## config.mk

```make
export PLATFORM = sky130hd
export DESIGN_NAME = outpkt_checksum_interval
export DESIGN_NICKNAME = d
export VERILOG_FILES = /design/src/rtl/outpkt_checksum_interval.sv
export SDC_FILE = /design/constraint.sdc
export NUM_CORES = 1
export LEC_CHECK = 0
export ABC_CLOCK_PERIOD_IN_PS = 2400
export CAP_MARGIN = 5
export CORE_MARGIN = 4
export CORE_UTILIZATION = 30
export DETAILED_ROUTE_END_ITERATION = 16
export REMOVE_ABC_BUFFERS = 1
export SLEW_MARGIN = 10
export SYNTH_ARGS = -nofsm -noshare
export SYNTH_HDL_FRONTEND = slang
export SYNTH_SLANG_ARGS = --single-unit
```

## constraint.sdc

```tcl
create_clock -name CLK -period 2.4 [get_ports CLK]
set_input_delay 0.48 -clock CLK [delete_from_list [all_inputs] [get_ports CLK]]
set_output_delay 0.48 -clock CLK [all_outputs]
set_load 0.02 [all_outputs]
```

## src/rtl/outpkt_checksum_interval.sv

```systemverilog
// Purpose: passes 16-bit packet words through and inserts an inverted 32-bit checksum after the header, every INTERVAL_WORDS data words, and at packet end.
// Latency: a word accepted at cycle N appears on dout at N+2 when the output register is free; 1 word/cycle sustained.
// Backpressure: rd_en low freezes the FSM and the output register; full rises while the input register cannot drain, so wr_en stalls losslessly.
module outpkt_checksum_interval #(
  parameter int HEADER_WORDS   = 5,
  parameter int INTERVAL_WORDS = 224,
  parameter bit INTERVAL_EN    = 1'b1
) (
  input  logic        CLK,
  input  logic        RESET_N,
  input  logic [15:0] din,
  input  logic        pkt_new,
  input  logic        pkt_end,
  input  logic        wr_en,
  output logic        full,
  output logic [15:0] dout,
  output logic        pkt_end_out,
  input  logic        rd_en,
  output logic        empty
);

  // Counter only ever has to reach the longer of the two segment lengths minus one.
  localparam int MAX_W = (HEADER_WORDS > INTERVAL_WORDS) ? HEADER_WORDS : INTERVAL_WORDS;
  localparam int CW    = (MAX_W > 1) ? $clog2(MAX_W) : 1;
  localparam logic [CW-1:0] HDR_LAST = CW'(HEADER_WORDS - 1);
  localparam logic [CW-1:0] INT_LAST = CW'(INTERVAL_WORDS - 1);

  typedef enum logic [1:0] {
    PASS   = 2'd0,
    FOLD   = 2'd1,
    CKS_LO = 2'd2,
    CKS_HI = 2'd3
  } state_t;

  typedef enum logic {
    HEADER = 1'b0,
    DATA   = 1'b1
  } phase_t;

  // Input register
  logic        in_vld;
  logic [15:0] in_dat;
  logic        in_new;
  logic        in_end;

  // Output register
  logic        out_vld;

  // Checksum / sequencing state
  state_t      state;
  phase_t      phase;
  logic [CW-1:0] cnt;
  logic [31:0] sum;
  logic [15:0] lo_word;      // first word of a pair, waiting for its partner
  logic        pair_flag;    // lo_word holds an unpaired word
  logic        seg_pkt_end;  // current segment was closed by pkt_end

  // Handshake and datapath decode
  logic        out_ok;
  logic        drain;
  logic        accept;
  logic        first_half;
  logic        seg_end;
  logic        out_wr;
  logic [15:0] out_wdat;
  logic        out_wend;

  assign out_ok     = ~out_vld | rd_en;
  assign drain      = (state == PASS) & in_vld & out_ok;
  assign full       = in_vld & ~drain;
  assign accept     = wr_en & ~full;
  assign empty      = ~out_vld;
  // A packet start always begins a fresh pair, which realigns a malformed stream.
  assign first_half = in_new | ~pair_flag;

  // Segment boundary for the word currently sitting in the input register.
  always_comb begin
    seg_end = 1'b0;
    if (phase == HEADER) begin
      seg_end = (cnt == HDR_LAST);
    end else begin
      seg_end = in_end | (INTERVAL_EN && (cnt == INT_LAST));
    end
  end

  // Select what, if anything, is written into the output register this cycle.
  always_comb begin
    out_wr   = 1'b0;
    out_wdat = in_dat;
    out_wend = 1'b0;
    if (drain) begin
      out_wr   = 1'b1;
      out_wdat = in_dat;
    end else if ((state == CKS_LO) && out_ok) begin
      out_wr   = 1'b1;
      out_wdat = ~sum[15:0];
    end else if ((state == CKS_HI) && out_ok) begin
      out_wr   = 1'b1;
      out_wdat = ~sum[31:16];
      out_wend = seg_pkt_end;
    end
  end

  // Input register: refills in the same cycle it drains.
  always_ff @(posedge CLK or negedge RESET_N) begin
    if (!RESET_N) begin
      in_vld <= 1'b0;
      in_dat <= 16'h0;
      in_new <= 1'b0;
      in_end <= 1'b0;
    end else if (accept) begin
      in_vld <= 1'b1;
      in_dat <= din;
      in_new <= pkt_new;
      in_end <= pkt_end;
    end else if (drain) begin
      in_vld <= 1'b0;
    end
  end

  // Output register: a write and a read in the same cycle keep it occupied.
  always_ff @(posedge CLK or negedge RESET_N) begin
    if (!RESET_N) begin
      out_vld     <= 1'b0;
      dout        <= 16'h0;
      pkt_end_out <= 1'b0;
    end else if (out_wr) begin
      out_vld     <= 1'b1;
      dout        <= out_wdat;
      pkt_end_out <= out_wend;
    end else if (rd_en) begin
      out_vld     <= 1'b0;
      pkt_end_out <= 1'b0;
    end
  end

  // Sequencer: accumulate pairs while passing words, then fold and emit the checksum.
  always_ff @(posedge CLK or negedge RESET_N) begin
    if (!RESET_N) begin
      state       <= PASS;
      phase       <= HEADER;
      cnt         <= '0;
      sum         <= 32'h0;
      lo_word     <= 16'h0;
      pair_flag   <= 1'b0;
      seg_pkt_end <= 1'b0;
    end else begin
      case (state)
        PASS: begin
          if (drain) begin
            if (first_half) begin
              lo_word   <= in_dat;
              pair_flag <= 1'b1;
              if (in_new) begin
                sum <= 32'h0;
              end
            end else begin
              sum       <= sum + {in_dat, lo_word};
              pair_flag <= 1'b0;
            end
            if (seg_end) begin
              cnt         <= '0;
              // pkt_end on a header word has no effect; header length governs.
              seg_pkt_end <= (phase == DATA) & in_end;
              state       <= first_half ? FOLD : CKS_LO;
            end else begin
              cnt <= cnt + 1'b1;
            end
          end
        end

        FOLD: begin
          // Trailing odd word counts as a zero-extended pair.
          sum       <= sum + {16'h0, lo_word};
          pair_flag <= 1'b0;
          state     <= CKS_LO;
        end

        CKS_LO: begin
          if (out_ok) begin
            state <= CKS_HI;
          end
        end

        CKS_HI: begin
          if (out_ok) begin
            sum       <= 32'h0;
            pair_flag <= 1'b0;
            if (phase == HEADER) begin
              phase <= DATA;
            end else if (seg_pkt_end) begin
              phase <= HEADER;
            end else begin
              phase <= DATA;
            end
            state <= PASS;
          end
        end

        default: state <= PASS;
      endcase
    end
  end

endmodule

```

Word-level counts from Yosys, hierarchy flattened:

Cells that the tools add are included.

* bits in registers: 98
* output and inout bits: 19
* latch bits: 0
* bits in writable memories: 0
* memories: 0
* bits in read-only memories: 0

* multiplexer cells: 33
* magnitude comparators: 0
* reductions and logical operators: 13
* equal/unequal tests: 10
* multipliers: 0
* $add $sub $neg: 3
* bitwise operators: 14
* shift-type cells: 0
* div/mod/pow operators: 0

Operators with widths (number)
* $mux 32: 4
* $pmux 32 s3: 1
* $mux 16: 3
* $add 32x16->32: 1
* $add 32x32->32: 1
* $not 16->16: 2
* $mux 1: 17
* $mux 2: 5
* $reduce_and 3->1: 3
* $add 8x1->8 const B: 1
* $eq 8x3->1 const B: 1
* $eq 8x8->1 const B: 1
* $mux 8: 1
* $ne 2x2->1 const B: 4
* $pmux 2 s4: 1
* $reduce_and 4->1: 2
* $and 1x1->1: 5
* $eq 2x2->1 const B: 2
* $not 1->1: 4
* $reduce_and 2->1: 2
* $reduce_bool 2->1: 2
* $ne 3x3->1 const B: 1
* $or 1x1->1: 3
* $pmux 1 s3: 1
* other kinds (4): 5

Logic depth before layout (Yosys ltp):

Gate-level depths: netlist (run 1).

* depth in word-level cells: 8
* depth in mapped cells: 12

Worst setup path after synthesis (run 1):

Ideal clock, no wire load.

* kind: register to register
* start: register sum[0]
* end: register sum[28]
* path buffers: 0
* path slack: -0.236 ns
* data required time: 2.329 ns
* stages on the path, launching flop included: 12
* library setup time: 0.071 ns
* arrival time: 2.565 ns
* cells stage by stage: dfrtp_1 > ha_1 > inv_1 > fa_1 > nor2b_1 > o2111a_1 > o21ai_1 > and3_1 > o41ai_4 > a31oi_1 > or4_1 > nand3_1

* word-level cells in the longest chain between the ends: 4

RTL lines
* from (decl): RTL line 53 `logic [31:0] sum;`
* from (signal assigned): RTL line 158 `sum <= sum + {in_dat, lo_word};`
* from (signal assigned): RTL line 174 `sum <= sum + {16'h0, lo_word};`
* $add 32x32->32: RTL line 158
* $mux 32: RTL line 151 `if (first_half) begin`
* $mux 32: RTL line 150 `if (drain) begin`
* $pmux 32 s3 *: RTL line 148 `case (state)`

Every way passes the cells marked *; elsewhere a longest branch is shown, timed or not. The select of a mux whose other input is x is not followed.
A chain may end at the register's enable or synchronous reset.

Final worst setup path (run 1):

* start: register sum[12]
* end: register sum[28]

Same word-level chain as after synthesis.

==> parameters.txt, run 1 <==
Parameter                              Value

Outcome
  Outcome    finished, violations left
  Violations in the final reports    negative setup slack

Floorplanning
  Boundary Pins    41
  Row count    52
  Placeable core area    20400 sq um
  Die area    23400 sq um
  Die X-Extent    153 microns
  Initial standard-cell utilization of the core    0.309
  Die boundary height    153 microns

Global routing
  Residual overflow from global routing    0
  Largest net degree at the start of global routing    41
  Via count of the first global-routing pass    5813
  Number of antenna violations at the first check in global routing    0
  Overall routing resource usage    0.167
  First-pass GRT wire length    31600 microns

CTS
  CTS Root Buffer Type    clkbuf_16
  CTS tree    built
  Max H-tree Level    3
  Clock-pin slew of the registers on the worst-case setup and hold paths    0.07 ns
  Total number of clock tree sinks    98
  Worst-Skew Late Latency    0.36 ns
  CTS buffer count    9
  Maximum clock path buffer count    2

Min path
  Worst Hold Class    flop to flop

Final layout
  Layout overhead on the synthesized area    40.4%
  Leading cell type in the layout, fill and taps excluded    buf_4
  Cell area after layout    8860 sq um
  Layout net count    876
  Most frequent cells in the layout    buf_4 (127), dfrtp_1 (98), nand2_1 (55)
  Fill cell count    1980
  Final core utilization    0.434
  Share of final-layout standard cells stronger than drive strength 1    0.337
  Antenna cells    0

Drt
  Vias    5834
  DRT antenna net count    0
  Number of detailed-routing iterations run before antenna repair    5
  Per-cell via count in the routed design    5.35
  Initial drt markers    349
  Total routed wirelength    19600 microns
  WL/cell    18.0 microns
  DRC    0

Setup path
  Largest fanout on the critical path    3
  Crit Path Class    flop to flop
  Worst Path Required    2.70 ns
  Kind of capture point of the worst setup path    flop
  Crit start category    flop
  CP Data Arrival Time    2.98 ns

STA
  Max Slew Vio Count    0
  Number of hold violations in the final report    0
  Post-layout min period    2.68 ns
  Unrepaired setup endpoints after global routing    yes
  Min Hold Slack    0.499 ns
  Fmax    373 MHz
  Final period utilization    1.12
  Least-Margin Pin Slew    0.839 ns
  Worst clock skew    0.00857 ns
  Setup-failing EPs final    13
  Worst Setup Slack, final    -0.284 ns
  Slew headroom    0.436

Pwr
  Areal power density over the cells    1580 nW/um^2
  Standby leakage power    3.86 nW
  IR Drop Worst-Case VDD    0.000638 V

Synthesis
  Share of the yosys chip area belonging to registers    0.389
  Post-synth top flop    dfrtp_1
  Post-synth EDFFs    0
  Count of unique library cells instantiated by Yosys    74
  Post-synth top area cell    dfrtp_1
  Cell types with the largest area share after synthesis    dfrtp_1 (39%), ha_1 (7.3%), mux2_2 (6.8%), nand2_1 (3.5%), o21ai_0 (3.3%)
  Flops & latches, synth    98
  Synthesis warning total    0
  Proportion of register bits with asynchronous set or reset after synthesis    1.00
  Post-synthesis average cell area    9.68 sq um
  Syn Std Cell Area    6310 sq um
  Gate count of the mapped netlist    652
  Area fraction of the dominant cell type after synthesis    0.389

Place
  Number of buffers added on ports    40
  Detail Placement HPWL    14500 microns
  Dpl cell area    8010 sq um
  RePlAce Congestion    0.929

Run
  Maximum capacitance violations    0
-- Yosys cell counts (5+ instances only) --
cell / count
dfrtp_1: 98
nand2_1: 58
o21ai_0: 42
mux2_2: 38
ha_1: 37
a21oi_1: 36
nor2_1: 33
inv_1: 23
clkbuf_1: 22
a221o_1: 20
nand3_1: 18
a221oi_1: 17
a21o_1: 13
xnor2_1: 13
nor3_1: 10
xor2_1: 10
nand2b_1: 9
nand4_1: 9
o211ai_1: 8
o31ai_1: 7
a31oi_1: 6
and3_1: 6
buf_2: 6
nor4_1: 6
o21a_1: 6
a211oi_1: 5
a22o_1: 5
a22oi_1: 5
nand3b_1: 5
o21bai_1: 5
o221ai_1: 5
or4_1: 5
-- cells by family after synthesis --
kind of cell	share of synthesized area
AO/OA/AOI/OAI	0.246
AND/OR/NAND/NOR	0.151
flip-flops	0.389
buffers and inverters	0.0357
multiplexers	0.0710
adder cells (fa/ha/maj)	0.0765
XOR/XNOR	0.0319
-- area by class of cell --
type	count	area (sq um)	area share
Timing Repair Buffer	186	1630	0.184
Tap cell	270	338	0.0381
Multi-Input combinational cell	498	4050	0.458
Clock buffer	10	229	0.0258
Clock inverter	6	72.6	0.00819
Sequential cell	98	2450	0.277
Inverter	23	86.3	0.00974
-- registers in the layout, indices dropped and copies added, names as in the netlist, 2 cells and up --
signal   flops
sum         32
dout        16
in_dat      16
lo_word     16
cnt          8
state        2
-- per-stage QoR --
stage                     power (mW)  setup slack [ns]  cells  setup TNS, ns
after floorplan                 7.62            -0.321    619          -1.62
after global placement          11.3            -0.396   1064          -5.77
after detailed placement        11.4            -0.385   1064          -6.40
after CTS                       13.5            -0.252   1085          -1.56
after global routing            14.9            -0.364   1091          -3.21
final                           14.0            -0.284   1091          -1.75
-- what timing repair did --
item                                    4_1_cts  5_1_grt
setup buffers                                 5        6
hold buffers                                  1        0
endpoints found under the setup margin       21       23
resized for setup                            52       52
cloned                                        0        0
hold endpoints to repair                     17        0
pin swaps                                    20       24
-- where the power goes --
part	total [mW]	internal, mW	leakage (nW)	switching [mW]
sequential	3.10	2.40	1.22	0.699
combinational	9.34	4.52	2.49	4.81
clock	1.53	0.823	0.144	0.704
-- critical path: stages (launching register included) --
cell and delay (ns):
dfrtp_1 0.41, ha_4 0.29, nand4_1 0.20, buf_4 0.21, buf_6 0.11, nor3_4 0.14
o21ai_4 0.10, and3_4 0.19, o41ai_4 0.22, a31oi_1 0.17, or4_1 0.48, nand3_1 0.09
-- layer usage --
metal / global-route usage / part of all wire
met1: 0.236 / 0.48
met2: 0.263 / 0.46
met3: 0.0283 / 0.042
met4: 0.0479 / 0.018
met5: 0 / 0
-- final timing paths --
| check | from | slack (ns) | end | cells after the start |
|---|---|---|---|---|
| worst min-delay path | seg_pkt_end$_DFFE_PN0P_ | 0.50 | seg_pkt_end$_DFFE_PN0P_ | 2 |
| max in group asynchronous | RESET_N | 1.28 | in_dat[7]$_DFFE_PN0P_ | 3 |
| worst min register to register | seg_pkt_end$_DFFE_PN0P_ | 0.50 | seg_pkt_end$_DFFE_PN0P_ | 2 |
| worst max-delay path | sum[12]$_DFFE_PN0P_ | -0.28 | sum[28]$_DFFE_PN0P_ | 11 |
| min in group asynchronous | RESET_N | 0.56 | sum[4]$_DFFE_PN0P_ | 2 |
| worst max register to register | sum[12]$_DFFE_PN0P_ | -0.28 | sum[28]$_DFFE_PN0P_ | 11 |
(Power assumes the default switching activity.)
==> run 2: changes to the inputs <==
--- a/config.mk
+++ b/config.mk
@@ -11,6 +11,7 @@
 export CORE_UTILIZATION = 30
 export DETAILED_ROUTE_END_ITERATION = 16
 export REMOVE_ABC_BUFFERS = 1
+export SKIP_CTS_REPAIR_TIMING = 1
 export SLEW_MARGIN = 10
 export SYNTH_ARGS = -nofsm -noshare
 export SYNTH_HDL_FRONTEND = slang
==> run 2 against run 1 <==
The flow finishes with violations (negative hold slack, negative setup slack). Clock skew is 0.0016 ns lower. Critical path depth stayed put. Count of clock-buffer cells in the layout stayed put. Combinational power is 1% lower. Sequential power hardly changed. Die area stayed put. Worst setup slack better by 0.034 ns.
==> parameters.txt, run 2 (synthesis gave the netlist of run 1 again) <==
Parameter                              Value

Outcome
  Outcome    finished, violations left (unchanged)
  Violations in the final reports    negative hold slack, negative setup slack (was negative setup slack)

Floorplanning
  Die boundary height    153 microns (unchanged)
  Placeable core area    20400 sq um (unchanged)
  Die area    23400 sq um (unchanged)
  Initial standard-cell utilization of the core    0.309 (unchanged)
  Die X-Extent    153 microns (unchanged)
  Boundary Pins    41 (unchanged)
  Row count    52 (unchanged)

CTS
  CTS buffer count    9 (unchanged)
  Total number of clock tree sinks    98 (unchanged)
  CTS Root Buffer Type    clkbuf_16 (unchanged)
  Max H-tree Level    3 (unchanged)
  Clock-pin slew of the registers on the worst-case setup and hold paths    0.07 ns (about the same)
  CTS tree    built (unchanged)
  Maximum clock path buffer count    2 (unchanged)
  Worst-Skew Late Latency    0.36 ns (about the same)

STA
  Worst Setup Slack, final    -0.250 ns (was -0.284 ns)
  Max Slew Vio Count    0 (unchanged)
  Final period utilization    1.10 (was 1.12)
  Worst clock skew    0.00695 ns (was 0.00857 ns)
  Unrepaired setup endpoints after global routing    yes (unchanged)
  Setup-failing EPs final    12 (was 13)
  Setup Total Neg Slack    -1.86 ns (was -1.75 ns)
  Least-Margin Pin Slew    0.838 ns (was 0.839 ns)
  Post-layout min period    2.65 ns (was 2.68 ns)
  Slew headroom    0.436 (about the same)
  Fmax    377 MHz (was 373 MHz)
  Number of hold violations in the final report    8 (was 0)
  Min Hold Slack    -0.00239 ns (was 0.499 ns)

Min path
  Worst Hold Class    input port to async pin (was flop to flop)

Place
  RePlAce Congestion    0.929 (unchanged)
  Dpl cell area    8010 sq um (unchanged)
  Number of buffers added on ports    40 (unchanged)
  Worst slack at placement    -0.385 ns (unchanged)
  Detail Placement HPWL    14500 microns (unchanged)
  Cell count after placement    1064 (unchanged)

Final layout
  Share of final-layout standard cells stronger than drive strength 1    0.328 (was 0.337)
  Antenna cells    0 (unchanged)
  Layout net count    876 (unchanged)
  Multi-input logic area    4020 sq um (was 4050 sq um)
  Leading cell type in the layout, fill and taps excluded    buf_4 (unchanged)
  Most frequent cells in the layout    buf_4 (129), dfrtp_1 (98), nand2_1 (55) (was buf_4 (127), dfrtp_1 (98), nand2_1 (55))
  Area of all sequential standard cells    2450 sq um (unchanged)
  Cell area after layout    8820 sq um (was 8860 sq um)
  Final core utilization    0.432 (was 0.434)
  Non-filler instance count after layout    1091 (unchanged)
  Fill cell count    1982 (was 1980)
  Layout overhead on the synthesized area    39.8% (was 40.4%)
  Flip-flop count of the largest register after layout    32 (unchanged)
  Register name with the most flops    sum (unchanged)

Global routing
  First-pass GRT wire length    31000 microns (was 31600 microns)
  Number of antenna violations at the first check in global routing    0 (unchanged)
  Largest net degree at the start of global routing    41 (unchanged)
  Via count of the first global-routing pass    5768 (was 5813)
  Overall routing resource usage    0.164 (was 0.167)
  Residual overflow from global routing    0 (unchanged)

Drt
  Initial drt markers    415 (was 349)
  DRC    0 (unchanged)
  WL/cell    17.8 microns (was 18.0 microns)
  Met1 layer wirelength in the final routing    9200 microns (was 9380 microns)
  Total routed wirelength    19500 microns (was 19600 microns)
  Met2 wire length    8950 microns (was 9050 microns)
  Total length of routed met3 wires    935 microns (was 833 microns)
  Vias    5895 (was 5834)
  DRT antenna net count    0 (unchanged)
  Number of detailed-routing iterations run before antenna repair    5 (unchanged)
  Top Layer Used    met4 (unchanged)
  Per-cell via count in the routed design    5.40 (was 5.35)

Run
  Maximum capacitance violations    0 (unchanged)

Setup path
  Worst Path Required    2.70 ns (about the same)
  Crit start category    flop (unchanged)
  Crit Path Class    flop to flop (unchanged)
  CP Data Arrival Time    2.94 ns (was 2.98 ns)
  Largest fanout on the critical path    3 (unchanged)
  Kind of capture point of the worst setup path    flop (unchanged)

Pwr
  Total power after layout    13.8 mW (was 14.0 mW)
  IR Drop Worst-Case VDD    0.000642 V (was 0.000638 V)
  Areal power density over the cells    1570 nW/um^2 (was 1580 nW/um^2)
  Standby leakage power    3.86 nW (about the same)
==> run 2: cell count changes in the layout (fill, tap and decap cells not counted), moves of 2 or more <==
cell / delta
o21ai_2: -3
o31ai_2: -2
o21ai_0: +5
o21ai_1: -3
a21boi_1: +2
buf_4: +2
==> run 2: final timing paths <==
path / start / to / slack, ns / cells after the start
worst min register to register: seg_pkt_end$_DFFE_PN0P_ / seg_pkt_end$_DFFE_PN0P_ / 0.50 / 2
min in group CLK: seg_pkt_end$_DFFE_PN0P_ / seg_pkt_end$_DFFE_PN0P_ / 0.50 / 2
max in group asynchronous: RESET_N / in_dat[7]$_DFFE_PN0P_ / 1.83 / 2
worst max register to register: sum[9]$_DFFE_PN0P_ / sum[28]$_DFFE_PN0P_ / -0.25 / 11
worst min-delay path: RESET_N / in_dat[3]$_DFFE_PN0P_ / -0.002 / 1
worst max-delay path: sum[9]$_DFFE_PN0P_ / sum[28]$_DFFE_PN0P_ / -0.25 / 11
==> run 2: critical path: stages (launching register included) <==
cell	delay (ns)
dfrtp_1	0.41
ha_4	0.28
nand4_1	0.19
buf_4	0.20
buf_6	0.11
nor3_4	0.14
o21ai_4	0.10
and3_4	0.19
o41ai_4	0.22
a31oi_1	0.16
or4_1	0.48
nand3_1	0.09
==> run 2: routing by layer <==
| layer | track usage | up-vias |
|---|---|---|
| li1 | - | 2827 |
| met1 | 0.232 | 2881 |
| met2 | 0.255 | 162 |
| met3 | 0.0300 | 25 |
| met4 | 0.0522 | 0 |
| met5 | 0 | - |
==> run 2: area by class of cell <==
| class | count | share of cell area |
|---|---|---|
| well taps | 270 | 0.0383 |
| inverters | 23 | 0.00979 |
| clock buffers | 10 | 0.0260 |
| flip-flops and latches | 98 | 0.278 |
| multi-input cells | 498 | 0.455 |
| repair buffers | 186 | 0.184 |
| clock inverters | 6 | 0.00823 |
==> run 2: where the power goes <==
group          total, mW  internal [mW]  switching [mW]
Clock               1.52          0.823           0.701
Sequential          3.10           2.41           0.700
Combinational       9.22           4.48            4.74
